**config.mk**
```make
export PLATFORM = sky130hd
export DESIGN_NAME = psum_merge
export DESIGN_NICKNAME = d
export VERILOG_FILES = /design/src/rtl/psum_defs.sv /design/src/rtl/psum_merge.sv
export SDC_FILE = /design/constraint.sdc
export NUM_CORES = 1
export LEC_CHECK = 0
export CORE_MARGIN = 5
export CORE_UTILIZATION = 51
export CTS_BUF_LIST = sky130_fd_sc_hd__clkbuf_8
export CTS_CLUSTER_SIZE = 40
export DETAILED_ROUTE_END_ITERATION = 10
export GPL_TIMING_DRIVEN = 0
export PLACE_DENSITY = 0.94
export SLEW_MARGIN = 30
export SYNTH_ARGS = -nofsm -noshare
export SYNTH_HDL_FRONTEND = slang
export SYNTH_SLANG_ARGS = --single-unit
```
**constraint.sdc**
```tcl
create_clock -name clk -period 4.25 [get_ports clk]
set_input_delay 0.85 -clock clk [delete_from_list [all_inputs] [get_ports clk]]
set_output_delay 0.85 -clock clk [all_outputs]
set_load 0.01 [all_outputs]
```
**src/rtl/psum_defs.sv**
```systemverilog
// Shared definitions for the partial-sum path: default psum width and the
// merge FSM state encoding. Also consumed by the FIFO write-side producer.
package psum_defs;

  localparam int SUM_BW = 23;

  localparam logic [1:0] ST_IDLE  = 2'd0;
  localparam logic [1:0] ST_RUN   = 2'd1;
  localparam logic [1:0] ST_DRAIN = 2'd2;

  typedef enum logic [1:0] {
    IDLE  = ST_IDLE,
    RUN   = ST_RUN,
    DRAIN = ST_DRAIN
  } state_e;

endpackage

```
**src/rtl/psum_merge.sv**
```systemverilog
// Read-side merge of remote partial sums (from the async FIFO) with local
// partial sums. One vector of `len` elements per start pulse; each merged
// sum is presented on a registered valid/ready output.
//
// Handshakes: a word moves on an interface in any cycle where its valid and
// ready are both 1 at the rising clock edge. Valid, once raised, is held with
// stable data until accepted. On the input side the FIFO pop (fifo_rd) and the
// local accept (loc_ready) are the same strobe: both sources are consumed in
// the same cycle or neither is.
module psum_merge
  import psum_defs::*;
#(
  parameter int sum_bw = SUM_BW,
  parameter int len    = 8,
  parameter int cnt_bw = 4
) (
  input  logic              clk,
  input  logic              reset,
  input  logic              start,
  input  logic [sum_bw-1:0] fifo_out,
  input  logic              fifo_empty,
  output logic              fifo_rd,
  input  logic [sum_bw-1:0] loc_in,
  input  logic              loc_valid,
  output logic              loc_ready,
  output logic [sum_bw:0]   out_data,
  output logic              out_valid,
  input  logic              out_ready,
  output logic              busy,
  output logic              done
);

  localparam logic [cnt_bw-1:0] LAST_IDX = cnt_bw'(len - 1);

  state_e            state_q, state_d;
  logic [cnt_bw-1:0] cnt_q, cnt_d;
  logic [sum_bw:0]   out_data_q, out_data_d;
  logic              out_valid_q, out_valid_d;
  logic              done_q, done_d;

  logic              fire;
  logic              out_accept;
  logic [sum_bw:0]   merged_sum;

  // Pop/accept strobe: both sources present, output slot free or draining
  // this cycle, and never while reset is held.
  always_comb begin
    out_accept = out_valid_q && out_ready;
    fire       = (state_q == RUN) && !fifo_empty && loc_valid &&
                 (!out_valid_q || out_ready) && !reset;
    merged_sum = {fifo_out[sum_bw-1], fifo_out} + {loc_in[sum_bw-1], loc_in};
  end

  // Next-state, element counter, output register and done pulse.
  always_comb begin
    state_d     = state_q;
    cnt_d       = cnt_q;
    out_data_d  = out_data_q;
    out_valid_d = out_valid_q;
    done_d      = 1'b0;

    case (state_q)
      IDLE: begin
        if (start) begin
          state_d = RUN;
          cnt_d   = '0;
        end
      end
      RUN: begin
        if (fire) begin
          cnt_d = cnt_q + cnt_bw'(1);
          if (cnt_q == LAST_IDX) state_d = DRAIN;
        end
      end
      DRAIN: begin
        if (out_accept) begin
          state_d = IDLE;
          done_d  = 1'b1;
        end
      end
      default: state_d = IDLE;
    endcase

    // A fire reloads the slot even when the old word leaves this same cycle.
    if (fire) begin
      out_data_d  = merged_sum;
      out_valid_d = 1'b1;
    end else if (out_accept) begin
      out_valid_d = 1'b0;
    end
  end

  // Registers with synchronous reset; a reset mid-vector simply aborts.
  always_ff @(posedge clk) begin
    if (reset) begin
      state_q     <= IDLE;
      cnt_q       <= '0;
      out_data_q  <= '0;
      out_valid_q <= 1'b0;
      done_q      <= 1'b0;
    end else begin
      state_q     <= state_d;
      cnt_q       <= cnt_d;
      out_data_q  <= out_data_d;
      out_valid_q <= out_valid_d;
      done_q      <= done_d;
    end
  end

  assign fifo_rd   = fire;
  assign loc_ready = fire;
  assign out_data  = out_data_q;
  assign out_valid = out_valid_q;
  assign busy      = (state_q != IDLE);
  assign done      = done_q;

endmodule
```
==> results.txt <==
- TritonCTS built the clock tree.
- The worst setup path is of the in -> out kind.
* Synthesized instance count: 319
- Clock skew on the completed layout was measured at 0.00234 ns.
- Of the total power, the clock network draws 0.322.
* Number of different library cells in the post-synthesis netlist: 55
* Ports placed on the boundary: 81
- Total power divided by cell area: 261 nW/um^2
- Ys async rst share: 0
* Wire length per cell after detailed routing: 17.0 um
- Of the post-synthesis cell area, the dominant cell type holds 0.262.
- Counting every net in the synthesized netlist gives 396.
- The wire-length estimate of the detail-placed layout is 5.82 mm.
- Die Footprint: 6270 um^2
- Met3 Routed Length: 660 um
- Fin nets: 483
* Reg2reg setup slack: 2.34 ns
* Vias/cell: 6.35
- STA classifies the critical path startpoint as an input port.
* Fraction of final layout cells sized beyond drive strength 1: 0.0516
- In this run the critical register-to-register path is captured at cnt_q[1].
* Main synth FF type: sky130_fd_sc_hd__dfxtp_1
- After clock tree synthesis, the setup repair step added 0 buffers.
- Routed met1 length: 3.03 mm
- Count of vias placed by the detailed router: 2929
- On the worst path, the slowest cell contributes a delay of 0.52 ns.
* Largest area contributor in the netlist: sky130_fd_sc_hd__dfxtp_1
- Quantity of gates resized following cts: 0
- Wire length of the first global-routing pass: 12.3 mm
- Across the run, the number of max-cap violations was 0.
- Entering global routing, the biggest net connects 11 pins.
- Antenna diode instance count: 0
- Biggest fanout along the worst timing path: 10
- After synthesis the cells add up to 2440 um^2.
- Type of the tightest min-delay check: reg -> reg
- P_sw: 0.277 mW
- The share of total power dissipated in combinational logic is 0.323.
- Worst vdd rail ir drop: 0.159 mV
- The signal on the critical path passes through clkdlybuf4s50_1 > nand2b_1 > nand4_1 > clkbuf_1 > nor2_2 > buf_4 > clkdlybuf4s50_1.
- Flip-flop and latch count after synthesis: 32
* Final-report max-slew violation count: 0
* Leading cell types by total area after synthesis: sky130_fd_sc_hd__dfxtp_1, sky130_fd_sc_hd__ha_1, sky130_fd_sc_hd__a21oi_1
- The number of clock buffers added by TritonCTS is 5.
- The core region is 4690 um^2.
* Final setup violation count: 0
- Number of cells traversed by the worst hold path: 2
- Root Buffer Master: sky130_fd_sc_hd__clkbuf_8
- The share of total power dissipated in sequential elements is 0.355.
- Max_slew headroom: 0.619
- In the detailed route, the total length drawn on met2 is 3.89 mm.
- From bottom edge to top edge, the die measures 79.2 um.
- The startpoint identified for the worst register-to-register timing path is state_q[1].
- Outcome: complete, no violations
- In this run the core area contains 25 standard-cell rows.
- Of the total power, the share spent switching nets is 0.310.
- Clock latency on the worst-skew pair, taken at its later pin, is 0.28 ns.
- Number of remaining DRC errors: 0
- For hold timing, the worst endpoint is out_data[10].
- At the worst endpoint, the arrival time is 3.07 ns.
- Area added between synthesis and finish: 40.1%
- The final count of hold timing violations is 0.
* Hold buffers post-CTS: 0
- On the critical path, the stage with the largest delay is an instance of sky130_fd_sc_hd__clkdlybuf4s50_1.
- Data required time at the worst endpoint: 3.40 ns
* GRT Overall Usage: 0.241
- Hold slack final: 0.455 ns
- Hold path start: out_data[10]
- Number of sinks on the clock net: 32
* Starting density of the core: 0.521
- The number of global-route vias before repair was 2700.
- The detail route stage leaves a number of antenna-violating nets equal to 0.
- The clock passes through at most 2 buffers.
* Tightest Pin Transition: 0.572 ns
- The average instance in the mapped netlist occupies 7.66 um^2.
- Register area share after synthesis: 0.262
- At the end of routability-driven placement, the weighted congestion stood at 0.902.
- For this design the static power due to leakage is 1.32 nW.
* Initial DRC Count: 446
- Unrepaired setup endpoints after global routing: false
* Count of flip-flops with a built-in enable after synthesis: 0
* Post-route minimum period: 3.92 ns
- In this run the horizontal extent of the chip is 79.2 um.
- Measured in cells, the most critical reg-to-reg path has a length of 6.
- Critical path endpoint category: output port
* Cell seen most often among critical-path stages: sky130_fd_sc_hd__clkdlybuf4s50_1
* Internal Power: 0.616 mW
* Grt ovf: 0
* Top layer used by detailed routing: met4
- Sum of negative setup slack: 0 ns
- Wire length reported by the detailed router: 7.86 mm
* Quantity of I/O buffers inserted on ports: 80
* Top achievable clock speed: 255 MHz
* Clock transition at path regs: 0.07 ns
- The pre-antenna-repair detailed-routing pass consisted of 7 iterations.
- Synthesis Warnings: 0
- Post-route fraction of the period consumed by the critical path: 0.921
- Number of levels in the clock H-tree: 2
- The number of antenna violations at the first check in global routing is 0.
synth_stat cells (all sizes together) (3+ instances only):
master and number:
and3 8, dfxtp 32, a21oi 39, o21a 6, and2 3, ha 24
o2111ai 3, clkbuf 11, nor3 9, a31oi 4, buf 5, nand3b 3
nand3 12, xnor2 6, nand4 7, a211oi 6, nand2 47, or3 3
xor2 3, o211ai 9, nor2 19, o21ai 17, a21o 9, inv 5
placed cells by master, fill, tap and decap left out, types with 9 or more instances in the layout:
master                            instances
sky130_fd_sc_hd__clkbuf_1                11
sky130_fd_sc_hd__a21o_1                   9
sky130_fd_sc_hd__ha_1                    24
sky130_fd_sc_hd__nand2_1                 47
sky130_fd_sc_hd__a21oi_1                 37
sky130_fd_sc_hd__o211ai_1                 9
sky130_fd_sc_hd__nor3_1                   9
sky130_fd_sc_hd__nor2_1                  17
sky130_fd_sc_hd__nand3_1                 12
sky130_fd_sc_hd__clkdlybuf4s50_1         80
sky130_fd_sc_hd__o21ai_0                 13
sky130_fd_sc_hd__dfxtp_1                 32
state kept, by name, summed over array words and instances (netlist names):
register / cells
done: 1
cnt_q: 4
out_data: 24
out_valid: 1
state_q: 2
worst max path at each step:
stage,slack (ns),endpoint,cells after the start,from
3_5_place_dp,0.14,loc_ready,7,out_ready
2_1_floorplan,1.51,loc_ready,5,out_ready
5_1_grt,0.23,loc_ready,7,out_ready
6_report,0.33,loc_ready,7,out_ready
3_3_place_gp,0.19,loc_ready,7,out_ready
4_1_cts,0.14,loc_ready,7,out_ready
cell families (layout without fill, tap and decap cells):
family          Yosys count  in the layout  share of synthesized area
simple gates            121            121                      0.240
compound gates          110            110                      0.294
flops                    32             32                      0.262
fa+ha+maj                25             25                      0.131
buf+inv                  21            109                     0.0359
xor+xnor                  9              9                     0.0323
mux                       1              1                    0.00410
stage by stage:
step,worst slack (ns),instances,power [mW],instance area (um^2),util
floorplan,1.51,319,0.488,2440,-
global placement,0.190,453,0.593,3310,0.706
detailed placement,0.139,453,0.601,3310,0.706
CTS,0.141,461,0.885,3420,0.729
global route,0.230,461,0.931,3420,0.729
finish,0.335,461,0.893,3420,0.729
power groups by stage:
| stage | logic, mW | clock network [mW] | registers (mW) |
|---|---|---|---|
| finish | 0.288 | 0.288 | 0.317 |
| floorplan | 0.162 | 0 | 0.326 |
| detailed placement | 0.278 | 0 | 0.323 |
| global route | 0.310 | 0.303 | 0.318 |
| CTS | 0.282 | 0.286 | 0.317 |
| global placement | 0.270 | 0 | 0.323 |
critical path: cells and delay by family:
| kind | cells | cell delay, ns |
|---|---|---|
| buffers and inverters | 4 | 1.46 |
| and+or+nand+nor | 3 | 0.75 |
final cells by class:
class	instances	area [um^2]
inverter	5	18.8
clock buffer	5	68.8
timing repair buffer	80	801
multi-input combinational	266	1720
fill	386	1270
clock inverter	3	38.8
buffer	16	68.8
sequential	32	641
tap	54	67.6
routing by layer:
layer,global-route usage,vias to the layer above
met4,0.108,0
met5,0,-
met2,0.420,177
li1,-,1362
met3,0.0408,30
met1,0.287,1360
(Power assumes the default switching activity.)
